==> src/rtl/priority_encoder_sanjeev_if.sv <==
// Code handshake between priority_encoder_sanjeev (master) and its consumer (slave).
// A code transfers on every rising clk edge where valid=1 and ready=1; while valid=1 and ready=0, y holds still; ready is ignored when valid=0.
interface priority_encoder_sanjeev_if #(
    parameter int CODE_W = 2
);
    logic [CODE_W-1:0] y;
    logic              valid;
    logic              ready;

    modport master (
        output y,
        output valid,
        input  ready
    );

    modport slave (
        input  y,
        input  valid,
        output ready
    );
endinterface

==> src/rtl/priority_encoder_sanjeev.sv <==
// Sequential N_IN-to-CODE_W priority encoder with sticky pending bits and a valid/ready code output.
// Optional macro PRIENC_ROUND_ROBIN_EN selects rotating priority instead of fixed highest-index priority.
module priority_encoder_sanjeev #(
    parameter int N_IN   = 4,
    parameter int CODE_W = 2
) (
    input  logic                      clk,
    input  logic                      rst,
    input  logic                      e,
    input  logic [N_IN-1:0]           d,
    output logic [N_IN-1:0]           pend,
    output logic                      ovf,
    output logic                      state_dbg,
    priority_encoder_sanjeev_if.master bus
);

    typedef enum logic {
        IDLE = 1'b0,
        HOLD = 1'b1
    } state_t;

    state_t            state;
    logic [N_IN-1:0]   d_q;
    logic [N_IN-1:0]   rise;
    logic [N_IN-1:0]   clr;
    logic [CODE_W-1:0] y_q;
    logic [CODE_W-1:0] win;
    logic              valid_q;
    logic              accept;

    assign accept = valid_q & bus.ready;

    always_comb begin
        rise = '0;
        if (e) begin
            rise = d & ~d_q;
        end
    end

    // The served bit is dropped only when the consumer takes the code.
    always_comb begin
        clr = '0;
        if (accept) begin
            clr[y_q] = 1'b1;
        end
    end

`ifdef PRIENC_ROUND_ROBIN_EN
    logic [CODE_W-1:0] last_q;

    // Search ascends from last+1 with wrap; walking k downwards lets the nearest hit win.
    always_comb begin
        int idx;
        idx = 0;
        win = '0;
        for (int k = N_IN - 1; k >= 0; k--) begin
            idx = (int'(last_q) + 1 + k) % N_IN;
            if (pend[idx]) begin
                win = idx[CODE_W-1:0];
            end
        end
    end
`else
    always_comb begin
        win = '0;
        for (int i = 0; i < N_IN; i++) begin
            if (pend[i]) begin
                win = i[CODE_W-1:0];
            end
        end
    end
`endif

    always_ff @(posedge clk) begin
        if (rst) begin
            state   <= IDLE;
            y_q     <= '0;
            valid_q <= 1'b0;
            pend    <= '0;
            ovf     <= 1'b0;
            d_q     <= '0;
`ifdef PRIENC_ROUND_ROBIN_EN
            last_q  <= '0;
`endif
        end else begin
            d_q  <= d;
            // A rise on a bit cleared this same cycle re-arms it and is not an overflow.
            pend <= (pend & ~clr) | rise;
            if (|(rise & pend & ~clr)) begin
                ovf <= 1'b1;
            end
            case (state)
                IDLE: begin
                    if (|pend) begin
                        y_q     <= win;
                        valid_q <= 1'b1;
                        state   <= HOLD;
                    end
                end
                HOLD: begin
                    if (bus.ready) begin
                        valid_q <= 1'b0;
                        state   <= IDLE;
`ifdef PRIENC_ROUND_ROBIN_EN
                        last_q  <= y_q;
`endif
                    end
                end
                default: begin
                    valid_q <= 1'b0;
                    state   <= IDLE;
                end
            endcase
        end
    end

    assign bus.y     = y_q;
    assign bus.valid = valid_q;
    assign state_dbg = logic'(state);

endmodule
==> src/flat_wrapper.sv <==
// flat-port wrapper written by rule: the top's interface ports become plain ports
module priority_encoder_sanjeev_flat 
#(
    parameter int N_IN   = 4,
    parameter int CODE_W = 2
)
  (clk, rst, e, d, pend, ovf, state_dbg, bus_y, bus_valid, bus_ready);
  priority_encoder_sanjeev_if #(.CODE_W(CODE_W)) bus_i ();
  input  logic clk;
  input  logic rst;
  input  logic e;
  input  logic [N_IN-1:0] d;
  output logic [N_IN-1:0] pend;
  output logic ovf;
  output logic state_dbg;
  output wire logic [$bits(bus_i.y)-1:0] bus_y;
  output wire logic [$bits(bus_i.valid)-1:0] bus_valid;
  input wire logic [$bits(bus_i.ready)-1:0] bus_ready;
  assign bus_y = bus_i.y;
  assign bus_valid = bus_i.valid;
  assign bus_i.ready = bus_ready;
  priority_encoder_sanjeev #(.N_IN(N_IN), .CODE_W(CODE_W)) u_core (.clk(clk), .rst(rst), .e(e), .d(d), .pend(pend), .ovf(ovf), .state_dbg(state_dbg), .bus(bus_i));
endmodule
==> config.mk <==
export PLATFORM = sky130hd
export DESIGN_NAME = priority_encoder_sanjeev_flat
export DESIGN_NICKNAME = d
export VERILOG_FILES = /design/src/rtl/priority_encoder_sanjeev_if.sv /design/src/rtl/priority_encoder_sanjeev.sv /design/src/flat_wrapper.sv
export SDC_FILE = /design/constraint.sdc
export NUM_CORES = 1
export LEC_CHECK = 0
export ABC_AREA = 1
export ABC_CLOCK_PERIOD_IN_PS = 1040
export CAP_MARGIN = 30
export CORE_MARGIN = 2
export CORE_UTILIZATION = 30
export CTS_CLUSTER_DIAMETER = 30
export DETAILED_ROUTE_END_ITERATION = 10
export PLACE_DENSITY = 0.67
export SLEW_MARGIN = 0
export SYNTH_ARGS = -nofsm -noshare
export SYNTH_HDL_FRONTEND = slang
export SYNTH_SLANG_ARGS = --single-unit
==> constraint.sdc <==
create_clock -name clk -period 1.04 [get_ports clk]
set_clock_uncertainty 0.05 [all_clocks]
set_input_delay 0.104 -clock clk [delete_from_list [all_inputs] [get_ports clk]]
set_output_delay 0.104 -clock clk [all_outputs]
set_load 0.1 [all_outputs]
==> results of run 1 <==
==> cells in the final DEF, fill, tap and decap left out, types with 4 or more instances in the layout <==
cell type | netlist | final
dfxtp_1 | 13 | 4
a21oi_1 | 6 | 4
clkdlybuf4s50_1 | 0 | 7
nor2_2 | 3 | 7
buf_12 | 0 | 9
dfxtp_4 | 0 | 8
nor2_1 | 14 | 10
buf_4 | 0 | 6
nand2_1 | 12 | 11
inv_2 | 3 | 5
inv_1 | 9 | 7
nand3_2 | 1 | 4
==> state kept, by name, indices dropped and copies added (netlist names) <==
signal,count
u_core.ovf,1
u_core.state_dbg,1
u_core.bus.valid,1
u_core.bus.y,2
u_core.pend,4
u_core.d_q,4
==> final timing paths <==
check / start / to / slack [ns] / cells after the start
hold reg to reg: u_core.d_q[0]$_SDFF_PP0_ / u_core.pend[0]$_SDFF_PP0_ / 0.46 / 3
setup reg to reg: u_core.bus.y[0]$_SDFFE_PP0P_ / u_core.pend[1]$_SDFF_PP0_ / -0.01 / 6
hold / removal: d[1] / u_core.d_q[1]$_SDFF_PP0_ / 0.32 / 3
setup / recovery: u_core.bus.y[0]$_SDFFE_PP0P_ / u_core.pend[1]$_SDFF_PP0_ / -0.01 / 6
==> power by group through the flow <==
| stage | sequential (mW) | clock (mW) | combinational, mW |
|---|---|---|---|
| 2_1_floorplan | 0.812 | 0 | 0.101 |
| 3_3_place_gp | 0.597 | 0 | 0.523 |
| 3_5_place_dp | 0.598 | 0 | 0.526 |
| 4_1_cts | 0.587 | 0.310 | 0.538 |
| 5_1_grt | 0.597 | 0.337 | 0.583 |
| 6_report | 0.589 | 0.298 | 0.556 |
==> per-stage QoR <==
| stage | utilization [%] | hold WS [ns] | TNS [ns] | instance area, um2 | cells |
|---|---|---|---|---|---|
| final | 56.9 | 0.320 | -0.0206 | 982 | 127 |
| after CTS | 54.0 | 0.315 | -0.00904 | 932 | 125 |
| after global placement | 51.2 | 0.441 | -0.685 | 883 | 119 |
| after global routing | 56.9 | 0.321 | -0.316 | 982 | 127 |
| after floorplan | - | 0.113 | -0.290 | 577 | 75 |
| after detailed placement | 51.2 | 0.442 | -0.721 | 883 | 119 |
==> timing repair <==
item	4_1_cts	5_1_grt
gates resized for setup	2	12
setup buffers	2	2
pin swaps	0	7
endpoints found under the setup margin	2	6
==> worst register-to-register path, stage by stage (launching register included) <==
cell	delay (ns)
dfxtp_4	0.39
inv_2	0.05
nor2_2	0.11
nand2_2	0.08
buf_4	0.14
a21oi_2	0.10
nor2_1	0.04
==> kinds of logic after synthesis <==
logic type / Yosys count / share of synthesized area [%]
AOI/OAI and AO/OA: 12 / 13.3
DFF: 13 / 47.7
and+or+nand+nor: 36 / 29.1
buffers and inverters: 14 / 9.86
==> final cells by class <==
| cell class | count | area, um2 | area share (%) |
|---|---|---|---|
| repair buffers | 24 | 318 | 32.4 |
| flip-flops and latches | 13 | 292 | 29.7 |
| multi-input cells | 48 | 267 | 27.1 |
| inverters | 13 | 48.8 | 4.97 |
| well taps | 25 | 31.3 | 3.18 |
| clock buffers | 4 | 26.3 | 2.68 |
==> per-layer routing <==
metal / track usage, % / wire [um]
met4: 9.44 / 14
met2: 18.9 / 632
met3: 2.75 / 47
met5: 0 / 0
met1: 16.5 / 549
==> results.cfg, run 1 <==
[outcome]
status = finished, violations left
violations = negative setup slack

[yosys]
synth_nets = 83
ys_warn_count = 0
yosys.area.top_type = dfxtp_1
synthTopCellsByArea = dfxtp_1, nor2_1, nand2_1, inv_1, a21oi_1
avgSynthCellArea_um2 = 7.27
syn_area_um2 = 546
synthTopCellsByCount = nor2_1, dfxtp_1, nand2_1
synth_most_common_cell = nor2_1
yosysSeqAreaShare_pct = 47.7
synth.distinct_cells = 18
ys_seq_elements = 13
syn-instance-count = 75
synth_edf_count = 0
netlist.area_leader.share_pct = 47.7
ys.flop_type = dfxtp_1
async_reset_ff_share_pct = 0

[die]
fp.dieW_um = 46.6
rows = 15
dieArea_mm2 = 0.00218
io_pins = 17
initial_core_util_pct = 31.6
die_y_um = 46.6
core_area_mm2 = 0.00173

[timing]
rsz0062_at_grt = true
setup_slack_ns = -0.0106
tightest_slew_ns = 0.183
slew_headroom_pct = 87.7
setup_violations = 4
finalHoldViolations = 0
period_needed_ns = 1.05
drv_slew = 0
period_share_pct = 101
timing.fmax_ghz = 0.952

[power]
cell_internal_pwr_mw = 0.903
combPwrFrac_pct = 38.5
p_per_area_mw_per_mm2 = 1470
power_mw = 1.44
seq_power_share_pct = 40.9
p_sw_share_pct = 37.4
leakagePower_nw = 0.425
clkPwrFrac_pct = 20.6
power.switching_mw = 0.539
vdd_drop_max_mv = 0.851

[global_routing]
grt_usage_pct = 12.9
first_global_vias = 512
antenna_found_initial = 0
grt_max_degree = 12
grt_pass1_wl_mm = 1.93
overflow = 0

[setup_path]
crit_buf_inv = 2
worstSetupEndpointType = flop
arrival_ns = 1.17
cp-start-kind = flop
worst-setup-path-type = flop to flop
cp_slowest_cell = dfxtp_4
cpPeakStageDelay_ns = 0.39
path_max_fanout = 5
cp_top_family = flip-flops
worstPathCellList = inv_2 -> nor2_2 -> nand2_2 -> buf_4 -> a21oi_2 -> nor2_1
required_ns = 1.16

[final_layout]
nFillCells = 164
areaGrowthSynthToFinish_pct = 80.0
nets = 111
diodes = 0
drive_gt1_share_pct = 50.0

[cts]
cts.sinks = 13
cts_max_level = 1
clock_path_buffers = 2
postCtsHoldBufs = 0
cts_tree = yes
path_clk_slew_ns = 0.08
cts.root.buffer_cell = clkbuf_4
numCtsBuffers = 3
clock_latency_ns = 0.27

[placement]
gp_congestion = 0.839
io_buffers = 16
dp_hpwl_um = 857
place_ws_ns = -0.234

[routing]
drtIter0Drc = 5
vias_per_cell = 4.23
drc_errors = 0
finalWirelength_mm = 1.24
ant_nets = 0
vias = 537
drtPass1Iterations = 4
wl_per_cell_um = 9.78

[run]
drv_cap = 0

[hold_path]
hold_class = primary input to flop
Power figures use the tool's default switching activity.
==> inputs of run 2 (changes only) <==
- CELL_PAD_IN_SITES_DETAIL_PLACEMENT: not set -> 1
- CELL_PAD_IN_SITES_GLOBAL_PLACEMENT: not set -> 1
- PLACE_DENSITY: 0.67 -> 0.85
==> results.cfg, run 2 (same netlist as run 1, synthesis figures left out) <==
[outcome]
status = finished, violations left
violations = negative setup slack

[setup_path]
reg2reg_depth = 7
path_max_fanout = 4
r2r-end = u_core.ovf$_SDFFE_PP0P_
cp-start-kind = flop
r2r_start = u_core.bus.y[0]$_SDFFE_PP0P_
required_ns = 0.89
worst-setup-path-type = flop to output pin
worstSetupEndpointType = output pin
r2r_slack_ns = -0.02
arrival_ns = 0.91

[cts]
path_clk_slew_ns = 0.07
cts_tree = yes
clock_latency_ns = 0.27
cts.root.buffer_cell = clkbuf_4
cts.sinks = 13
cts_max_level = 1
clock_path_buffers = 2
numCtsBuffers = 3

[timing]
setup_violations = 3
timing.fmax_ghz = 0.941
period_share_pct = 102
rsz0062_at_grt = true
slew_headroom_pct = 85.6
period_needed_ns = 1.06
drv_slew = 0
finalHoldViolations = 0
tightest_slew_ns = 0.216
setup_slack_ns = -0.0229

[routing]
wl_per_cell_um = 12.6
finalWirelength_mm = 1.57
vias_per_cell = 4.53
vias = 566
drc_errors = 0
ant_nets = 0
drtPass1Iterations = 4
drtIter0Drc = 1

[global_routing]
grt_pass1_wl_mm = 2.28
overflow = 0
antenna_found_initial = 0
first_global_vias = 554
grt_max_degree = 12
grt_usage_pct = 15.7

[hold_path]
min-delay-start = d[0]
hold_depth = 3
whs_endpoint = u_core.d_q[0]$_SDFF_PP0_
hold_class = primary input to flop

[final_layout]
nets = 109
diodes = 0
final_util_pct = 56.4
layout.cells.non_filler = 125
areaGrowthSynthToFinish_pct = 78.4
nFillCells = 217
drive_gt1_share_pct = 49.0
final_cell_mix = nor2_1, nand2_1, buf_12, dfxtp_4
multi_input_area_um2 = 273
layout_commonest_cell = nor2_1
regArea_um2 = 292
stdcell_area_um2 = 973

[die]
die_y_um = 46.6
dieArea_mm2 = 0.00218
io_pins = 17
rows = 15
initial_core_util_pct = 31.6
core_area_mm2 = 0.00173
fp.dieW_um = 46.6

[power]
vdd_drop_max_mv = 0.759
power_mw = 1.46
p_per_area_mw_per_mm2 = 1500
leakagePower_nw = 0.417

[placement]
place_inst = 118
dp_hpwl_mm = 1.09
post_dp_cell_area_um2 = 876
place_ws_ns = -0.292
gp_congestion = 0.811
io_buffers = 16

[run]
drv_cap = 0
## run 2: repair_timing
action	CTS	global route
endpoints found under the hold margin	0	0
gates resized for setup	2	13
hold buffers	0	0
buffers inserted	2	1
setup endpoints to repair	3	8
pin swaps	0	6
## run 2: where the power goes
| group | internal, mW | switching [mW] |
|---|---|---|
| combinational | 0.214 | 0.350 |
| clock | 0.149 | 0.154 |
| sequential | 0.539 | 0.0528 |
## run 2: critical path, stage by stage (launching register included)
cell     delay, ns
dfxtp_4       0.36
buf_6         0.11
buf_12        0.17
## run 2: worst max path at each step
stage / from / to / slack (ns) / cells after the start
final: u_core.pend[3]$_SDFF_PP0_ / pend[3] / -0.02 / 2
after global routing: u_core.bus.y[0]$_SDFFE_PP0P_ / u_core.ovf$_SDFFE_PP0P_ / -0.07 / 7
after CTS: u_core.bus.y[0]$_SDFFE_PP0P_ / u_core.ovf$_SDFFE_PP0P_ / -0.03 / 7
after detailed placement: bus_ready / u_core.ovf$_SDFFE_PP0P_ / -0.29 / 8
after global placement: bus_ready / u_core.ovf$_SDFFE_PP0P_ / -0.22 / 8
after floorplan: u_core.bus.valid$_SDFFE_PP0P_ / u_core.ovf$_SDFFE_PP0P_ / -0.12 / 7
## run 2: routing by layer
| metal | vias up | global-route usage [%] | wire [um] |
|---|---|---|---|
| met4 | 0 | 11.1 | 64 |
| met2 | 19 | 29.2 | 835 |
| li1 | 287 | - | - |
| met1 | 252 | 15.3 | 607 |
| met3 | 8 | 2.75 | 64 |
| met5 | - | 0 | 0 |
## run 2: final cells by class
class | instances | area share (%)
inverters | 13 | 5.01
well taps | 25 | 3.21
repair buffers | 22 | 31.1
multi-input cells | 48 | 28.0
clock buffers | 4 | 2.70
flip-flops and latches | 13 | 29.9
## run 2: through the flow
step,setup TNS (ns),hold WS [ns]
after floorplan,-0.290,0.113
after global placement,-0.639,0.442
after detailed placement,-0.839,0.454
after CTS,-0.0642,0.314
after global routing,-0.226,0.332
final,-0.0436,0.320
